$ cat src/rtl/apu_audio_pkg.sv
// Shared audio definitions for the APU audio path.
// Holds the mixer sample width, I2S slot/frame sizes, the midscale code and
// the conversion from the unsigned mixer sample to a signed 16-bit slot word.
package apu_audio_pkg;

  localparam int unsigned SAMPLE_WIDTH = 9;
  localparam int unsigned SLOT_BITS    = 16;
  localparam int unsigned FRAME_BITS   = 32;
  localparam logic [SAMPLE_WIDTH-1:0] MIDSCALE = 9'd256;

  // Offset-binary to two's complement: flip the MSB, left-justify in 16 bits.
  function automatic logic [SLOT_BITS-1:0] sample_to_slot(input logic [SAMPLE_WIDTH-1:0] s);
    return {~s[SAMPLE_WIDTH-1], s[SAMPLE_WIDTH-2:0], 7'b0};
  endfunction

endpackage

$ cat src/rtl/i2s_bclk_divider.sv
// I2S bit-clock divider.
// Counts 0..CLKS_PER_HALF_BCLK-1 and toggles the bit clock on terminal count,
// so one BCLK period is 2*CLKS_PER_HALF_BCLK clocks.
// Ports:
//   clk_i      - system clock
//   rst_ni     - asynchronous active-low reset
//   bclk_o     - registered bit clock
//   fall_stb_o - high in the cycle whose rising clk edge drives bclk_o 1->0
module i2s_bclk_divider #(
  parameter int unsigned CLKS_PER_HALF_BCLK = 4
) (
  input  logic clk_i,
  input  logic rst_ni,
  output logic bclk_o,
  output logic fall_stb_o
);

  localparam logic [7:0] TermCnt = 8'(CLKS_PER_HALF_BCLK - 1);

  logic [7:0] cnt_q, cnt_d;
  logic       bclk_q, bclk_d;
  logic       term;

  always_comb begin
    term       = (cnt_q == TermCnt);
    cnt_d      = term ? 8'd0 : cnt_q + 8'd1;
    bclk_d     = bclk_q ^ term;
    fall_stb_o = term & bclk_q;
  end

  always_ff @(posedge clk_i or negedge rst_ni) begin
    if (!rst_ni) begin
      cnt_q  <= 8'd0;
      bclk_q <= 1'b0;
    end else begin
      cnt_q  <= cnt_d;
      bclk_q <= bclk_d;
    end
  end

  assign bclk_o = bclk_q;

endmodule

$ cat src/rtl/audio_i2s_transmitter.sv
// I2S transmitter for the 9-bit mixer output.
// A single holding register accepts one sample per frame via valid/ready; at
// each frame start the converted word is loaded into both slots of a 32-bit
// shift register. With no sample held the frame is an underrun and a fallback
// word is sent instead.
// Configuration macro APU_I2S_HOLD_LAST_EN: when defined the underrun fallback
// is the last transmitted word, otherwise midscale silence (16'h0000).
// Ports:
//   i_clk, i_rst_n          - clock, asynchronous active-low reset
//   i_sample, i_sample_valid, o_sample_ready - sample handshake
//   o_bclk, o_lrclk, o_sdata - I2S bus (data lags word select by one BCLK)
//   o_frame_stb, o_underrun  - one-cycle pulses at frame start
//   o_underrun_count         - saturating underrun count
module audio_i2s_transmitter #(
  parameter int unsigned CLKS_PER_HALF_BCLK = 4,
  parameter int unsigned SLOT_BITS          = 16
) (
  input  logic       i_clk,
  input  logic       i_rst_n,
  input  logic [8:0] i_sample,
  input  logic       i_sample_valid,
  output logic       o_sample_ready,
  output logic       o_bclk,
  output logic       o_lrclk,
  output logic       o_sdata,
  output logic       o_frame_stb,
  output logic       o_underrun,
  output logic [7:0] o_underrun_count
);

  import apu_audio_pkg::*;

  logic        fall_stb;
  logic [4:0]  bit_idx_q, bit_idx_d;
  logic        lrclk_q, lrclk_d;
  logic        sdata_q, sdata_d;
  logic        frame_stb_q, frame_stb_d;
  logic        underrun_q, underrun_d;
  logic [7:0]  urun_cnt_q, urun_cnt_d;
  logic        flag_q, flag_d;
  logic [8:0]  hold_q, hold_d;
  logic [31:0] shreg_q, shreg_d;
  logic [15:0] hold_word, fallback_word;
  logic        frame_start, accept;

  i2s_bclk_divider #(
    .CLKS_PER_HALF_BCLK(CLKS_PER_HALF_BCLK)
  ) u_div (
    .clk_i     (i_clk),
    .rst_ni    (i_rst_n),
    .bclk_o    (o_bclk),
    .fall_stb_o(fall_stb)
  );

`ifdef APU_I2S_HOLD_LAST_EN
  logic [15:0] last_q, last_d;

  always_ff @(posedge i_clk or negedge i_rst_n) begin
    if (!i_rst_n) last_q <= 16'h0000;
    else          last_q <= last_d;
  end

  always_comb begin
    last_d = last_q;
    if (frame_start && flag_q) last_d = hold_word;
  end

  assign fallback_word = last_q;
`else
  assign fallback_word = sample_to_slot(MIDSCALE);
`endif

  assign hold_word   = sample_to_slot(hold_q);
  assign frame_start = fall_stb && (bit_idx_q == 5'd31);
  assign accept      = i_sample_valid && !flag_q;

  always_comb begin
    bit_idx_d   = bit_idx_q;
    lrclk_d     = lrclk_q;
    sdata_d     = sdata_q;
    shreg_d     = shreg_q;
    flag_d      = flag_q;
    hold_d      = hold_q;
    urun_cnt_d  = urun_cnt_q;
    frame_stb_d = frame_start;
    underrun_d  = frame_start && !flag_q;

    if (fall_stb) begin
      bit_idx_d = bit_idx_q + 5'd1;
      lrclk_d   = (32'(bit_idx_d) >= SLOT_BITS);
      // Data lags word select by one bit: index 0 still carries the previous
      // frame's last bit, so the new frame is loaded without shifting.
      sdata_d   = shreg_q[31];
      if (frame_start) begin
        shreg_d = flag_q ? {hold_word, hold_word} : {fallback_word, fallback_word};
      end else begin
        shreg_d = {shreg_q[30:0], 1'b0};
      end
    end

    if (frame_start) begin
      if (flag_q) begin
        flag_d = 1'b0;
      end else if (urun_cnt_q != 8'hFF) begin
        urun_cnt_d = urun_cnt_q + 8'd1;
      end
    end

    // Only possible with flag clear, so never collides with the load above.
    if (accept) begin
      flag_d = 1'b1;
      hold_d = i_sample;
    end
  end

  always_ff @(posedge i_clk or negedge i_rst_n) begin
    if (!i_rst_n) begin
      bit_idx_q   <= 5'd31;
      lrclk_q     <= 1'b0;
      sdata_q     <= 1'b0;
      shreg_q     <= 32'd0;
      flag_q      <= 1'b0;
      hold_q      <= 9'd0;
      urun_cnt_q  <= 8'd0;
      frame_stb_q <= 1'b0;
      underrun_q  <= 1'b0;
    end else begin
      bit_idx_q   <= bit_idx_d;
      lrclk_q     <= lrclk_d;
      sdata_q     <= sdata_d;
      shreg_q     <= shreg_d;
      flag_q      <= flag_d;
      hold_q      <= hold_d;
      urun_cnt_q  <= urun_cnt_d;
      frame_stb_q <= frame_stb_d;
      underrun_q  <= underrun_d;
    end
  end

  assign o_sample_ready   = ~flag_q;
  assign o_lrclk          = lrclk_q;
  assign o_sdata          = sdata_q;
  assign o_frame_stb      = frame_stb_q;
  assign o_underrun       = underrun_q;
  assign o_underrun_count = urun_cnt_q;

endmodule

$ cat config.mk
export PLATFORM = sky130hd
export DESIGN_NAME = audio_i2s_transmitter
export DESIGN_NICKNAME = d
export VERILOG_FILES = /design/src/rtl/apu_audio_pkg.sv /design/src/rtl/i2s_bclk_divider.sv /design/src/rtl/audio_i2s_transmitter.sv
export SDC_FILE = /design/constraint.sdc
export NUM_CORES = 1
export LEC_CHECK = 0
export ABC_AREA = 1
export BUFFER_PORTS_ARGS = -buffer_cell sky130_fd_sc_hd__buf_2
export CAP_MARGIN = 0
export CORE_AREA = 2 2 92 72
export CTS_BUF_LIST = sky130_fd_sc_hd__clkbuf_4
export CTS_CLUSTER_SIZE = 28
export DETAILED_ROUTE_END_ITERATION = 8
export DIE_AREA = 0 0 94 74
export PLACE_DENSITY = 0.69
export REMOVE_ABC_BUFFERS = 1
export SYNTH_ARGS = -nofsm -noshare
export SYNTH_HDL_FRONTEND = slang
export SYNTH_SLANG_ARGS = --single-unit
$ cat constraint.sdc
create_clock -name i_clk -period 4.5 [get_ports i_clk]
set_input_delay 0.45 -clock i_clk [delete_from_list [all_inputs] [get_ports i_clk]]
set_output_delay 0.45 -clock i_clk [all_outputs]
set_load 0.1 [all_outputs]
## Word-level counts from Yosys, hierarchy flattened

Cells that the tools add are included.

- Output and inout bits: 14
- Word-level logic and storage cells: 33
- Register bits: 68
- Bits of input ports: 12

- Mux-type cells: 5
- Order comparisons: 1
- Equality and inequality tests: 3
- Reductions and logical operators: 6
- Add/subtract/negate cells: 3
- Bitwise gates (word level): 4

Operator list:

| kind | count |
|---|---|
| 32-bit 2-to-1 mux | 2 |
| 8-bit by 1-bit adder with 8-bit output, second input constant | 2 |
| 8-bit by 2-bit equality test with 1-bit output, second input constant | 1 |
| 8-bit 2-to-1 mux | 1 |
| 8-bit != test, second input constant | 1 |
| 5-bit by 1-bit adder with 5-bit output, second input constant | 1 |
| 5-bit equality test, second input constant | 1 |
| 5-bit >= comparator, second input constant | 1 |
| 1-bit logical AND | 3 |
| 3-bit AND reduction | 1 |
| 1-bit 2-to-1 mux | 2 |
| 1-bit NOT | 2 |
| 2-bit nonzero test | 1 |
| 1-bit AND | 1 |
| 1-bit zero test | 1 |
| 1-bit XOR | 1 |

## Logic depth before layout (Yosys ltp)

- Depth after elaboration: 5
- Gate-level depth with buffers: 10
- Depth with buffers taken out: 10

## Hierarchy

Synthesis repeated with hierarchy kept, for this count alone.

- Cell total of the unflattened synthesis: 304
- Area, all modules: 2690.1 um^2

Modules (own cells, without submodules):

| module | times used | seq. area each (um^2) | area an instance (um^2) | cells each |
|---|---|---|---|---|
| audio_i2s_transmitter | 1 | 1307.5 | 2252.2 | 252 |
| i2s_bclk_divider | 1 | 225.2 | 437.9 | 52 |

## Worst setup path after synthesis

Ideal clock, no wire load.

- Path type: reg-to-reg
- Start point: register urun_cnt_q[1], in the netlist o_underrun_count[1]
- End point: register urun_cnt_q[4], in the netlist o_underrun_count[4]
- Data required time: 4.380 ns
- Period minus slack after synthesis: 2.004 ns
- Stages on the path, launching flop included: 9
- Arrival time: 1.884 ns
- Setup time: 0.120 ns
- Path slack: 2.496 ns
- Path buffers: 0
- Path through: dfrtp_1 > ha_1 > nand2_1 > nor2_2 > nand2_1 > nand2_4 > inv_2 > nand2_1 > nand2_1

- Longest elaborated chain between the ends: 2
- Elaborated cells on any way between the ends: 3
- Those cells by class: 1 x add/sub; 1 x eq/ne; 1 x reduce/logical

RTL lines:

| what | RTL line | RTL |
|---|---|---|
| start, declared | audio_i2s_transmitter.sv:39 | `logic [7:0] urun_cnt_q, urun_cnt_d;` |
| start signal, assigned | audio_i2s_transmitter.sv:134 | `urun_cnt_q <= urun_cnt_d;` |
| parallel branches: the longest is 2 deep, another holds 8-bit by 1-bit adder with 8-bit output | - |  |

Several ways; the timed one is not identified.
A chain may end at the register's enable or synchronous reset.

## Worst setup path after layout

- Start point: register u_div.cnt_q[0]
- End point: register shreg_q[10]

- Longest elaborated chain between the ends: 4

RTL lines:

| what | RTL line | RTL |
|---|---|---|
| start, declared | i2s_bclk_divider.sv:20 | `logic [7:0] cnt_q, cnt_d;` |
| start signal, assigned | i2s_bclk_divider.sv:36 | `cnt_q <= cnt_d;` |
| 8-bit by 2-bit equality test with 1-bit output * | i2s_bclk_divider.sv:25 | `term = (cnt_q == TermCnt);` |
| 1-bit AND * | i2s_bclk_divider.sv:28 | `fall_stb_o = term & bclk_q;` |
| net fall_stb | audio_i2s_transmitter.sv:33 | `logic fall_stb;` |
| 1-bit logical AND | audio_i2s_transmitter.sv:74 | `assign frame_start = fall_stb && (bit_idx_q == 5'd31);` |
| 32-bit 2-to-1 mux | audio_i2s_transmitter.sv:94 | `if (frame_start) begin` |
| end signal, assigned | audio_i2s_transmitter.sv:131 | `shreg_q <= shreg_d;` |
| end, declared | audio_i2s_transmitter.sv:42 | `logic [31:0] shreg_q, shreg_d;` |

The timed path passes the listed nets; every way through them passes the cells marked *.

==> impl_metrics.json <==
{
  "startpoint_type": "flop",
  "clk_pin_slew_ns": 0.11,
  "grt_setup_unrepaired": "no",
  "firstDrtPassIters": 4,
  "ir_drop_v": 0.000220,
  "hold_class": "in -> async",
  "cts_inserted_buffers": 9,
  "drive_gt1_share_pct": 15.3,
  "syn_to_final_growth_pct": 12.4,
  "tritoncts": "done",
  "antenna_left": 0,
  "die-area_sq_um": 6960,
  "grt_usage_pct": 16.2,
  "clock_path_buffers": 2,
  "hpwl_mm": 3.22,
  "ys_types": 21,
  "synthCells": 304,
  "layout_min_cycle_time_ns": 2.81,
  "netlist_area_sq_um": 2650,
  "cp-startpoint": "u_div.cnt_q[0]$_DFF_PN0_",
  "yosys_warnings": 0,
  "grt_overflow": 0,
  "antenna_found_initial": 0,
  "reg2reg_slack_ns": 1.69,
  "die_w_um": 94,
  "h-tree-depth": 3,
  "cts_setup_buffers": 0,
  "fin_worst_skew_ns": 0.0190,
  "drcViolationCount": 0,
  "synth-seq-cells": 61,
  "drt_iter0_drc": 113,
  "crit_end": "shreg_q[10]$_DFFE_PN0P_",
  "cts_hold_repair.buffers": 0,
  "setup_viol": 0,
  "synth_seq_area_share_pct": 57.9,
  "yosysTopAreaCell": "dfrtp_1",
  "hold_viol": 0,
  "status": "complete, no violations",
  "cts_resized": 0,
  "leakagePower_nw": 1.60,
  "tightestPinTransition_ns": 0.840,
  "powerDensity_nw_per_um2": 334,
  "hold_ws_ns": 0.208,
  "worstPathMaxFanout": 29,
  "min_period_over_period_pct": 62.5,
  "dr_total_vias": 1987,
  "n_antenna_cell": 0,
  "root_buffer": "clkbuf_4",
  "io_pins": 26,
  "cp.arrival_ns": 3.10,
  "gp_congestion": 0.785,
  "synthTopCellsByArea": "dfrtp_1 53%, nand2_1 15%, a21oi_1 6.6%",
  "route.final.wire_length_mm": 4.76,
  "timing.rr.end": "shreg_q[10]$_DFFE_PN0P_",
  "cp.required_ns": 4.78,
  "num_rows": 25,
  "routedWlPerCell_um": 11.3,
  "fin_nets": 351,
  "io_buffer_count": 25,
  "fmaxAchievable_mhz": 355,
  "grt_pass1_vias": 1868,
  "maxSlewHeadroom_pct": 43.9,
  "drv_slew": 0,
  "grt_pass1_wl_mm": 8.49,
  "die_h_um": 74,
  "reg2reg_from": "u_div.cnt_q[0]$_DFF_PN0_",
  "worstSetupPathType": "reg -> reg",
  "coreArea_sq_um": 6100,
  "clk_latency_ns": 0.40,
  "vias_per_cell": 4.73,
  "ff2ff_path_depth": 7,
  "fin_setup_tns_ns": 0,
  "worstSetupEndpointType": "flop",
  "clock_sinks": 61,
  "yosysTopAreaCellShare_pct": 53.0,
  "start_util_pct": 43.4,
  "maxCapViolCount": 0,
  "avgSynthCellArea_sq_um": 8.70,
  "grt_start_max_net_pins": 62
}
[report_power, final]
part / internal, W / switching (W) / leakage, nW
logic: 0.0000176 / 0.0000356 / 0.728
registers: 0.000575 / 0.0000157 / 0.813
clock network: 0.000160 / 0.000190 / 0.0635
[cell usage in the layout (no fill, tap or decap), drive strengths merged, types with 2 or more instances in the layout]
cell    Yosys  final
ha          5      5
inv        23     23
nor3        3      3
clkinv      0      5
nand2     108    108
xnor2       2      2
dfstp       5      5
buf         5     27
dfrtp      56     56
o21ai       3      3
clkbuf      3      9
xor2        7      7
a21oi      35     35
nand3      13     13
nor2       33     33
nand4       2      2
[cells in the mapped netlist (all sizes together)]
master	n
ha	5
nand2	108
and3	1
a21oi	35
nor3	3
dfrtp	56
clkbuf	3
nand4	2
xor2	7
o21ai	3
dfstp	5
buf	5
inv	23
nand3	13
nor2	33
xnor2	2
[stage by stage]
step | std cells | util (%) | worst slack [ns] | power [W] | instance area (sq um)
2_1_floorplan | 296 | - | 1.85 | 0.000630 | 2610
3_3_place_gp | 404 | 46.7 | 1.86 | 0.000654 | 2850
4_1_cts | 420 | 48.8 | 1.70 | 0.00101 | 2970
6_report | 420 | 48.8 | 1.69 | 0.000994 | 2970
3_5_place_dp | 404 | 46.7 | 1.70 | 0.000656 | 2850
5_1_grt | 420 | 48.8 | 1.41 | 0.00105 | 2970
[layer usage]
layer  GRT usage (%)  part of all wire, %  vias up
li1                -                    -     1020
met1            22.4                   51      919
met2            23.6                   42       42
met3            6.99                  5.5        6
met4            4.83                  1.2        0
met5               0                    0        -
[cell families after synthesis]
family          Yosys count  share of synthesized area, %
flops                    61                          57.9
xor+xnor                  9                          2.98
compound gates           38                          7.19
fa+ha+maj                 5                          2.37
simple gates            160                          24.9
buf+inv                  31                          4.64
[flip-flops by register name, summed over array words and instances, names as in the netlist, 5 cells and up]
| name | count |
|---|---|
| bit_idx_q | 5 |
| shreg_q | 25 |
| u_div.cnt_q | 8 |
| hold_q | 9 |
| o_underrun_count | 8 |
[worst max-delay path, stage by stage, from the launching register on]
cell	delay, ns
dfrtp_1	0.38
ha_1	0.19
nand2_1	0.06
nor3_1	0.35
ha_1	0.71
inv_1	0.60
a21oi_1	0.30
a21oi_1	0.10
[cell type report]
class	count	area, sq um
Clock buffer	9	67.6
Multi-Input combinational cell	212	990
Inverter	23	86.3
Fill cell	584	3130
Sequential cell	61	1530
Clock inverter	7	56.3
Tap cell	81	101
Timing Repair Buffer	27	140
[how the worst min path moves through the flow]
stage	to	slack, ns	cells after the start
finish	shreg_q[18]$_DFFE_PN0P_	0.21	2
floorplan	flag_q$_DFFE_PN0P_	0.15	0
CTS	shreg_q[18]$_DFFE_PN0P_	0.21	2
detailed placement	u_div.cnt_q[0]$_DFF_PN0_	0.46	1
global route	hold_q[4]$_DFFE_PN0P_	0.20	3
global placement	u_div.cnt_q[0]$_DFF_PN0_	0.45	1
No activity file was read; power rests on OpenSTA's default activity.
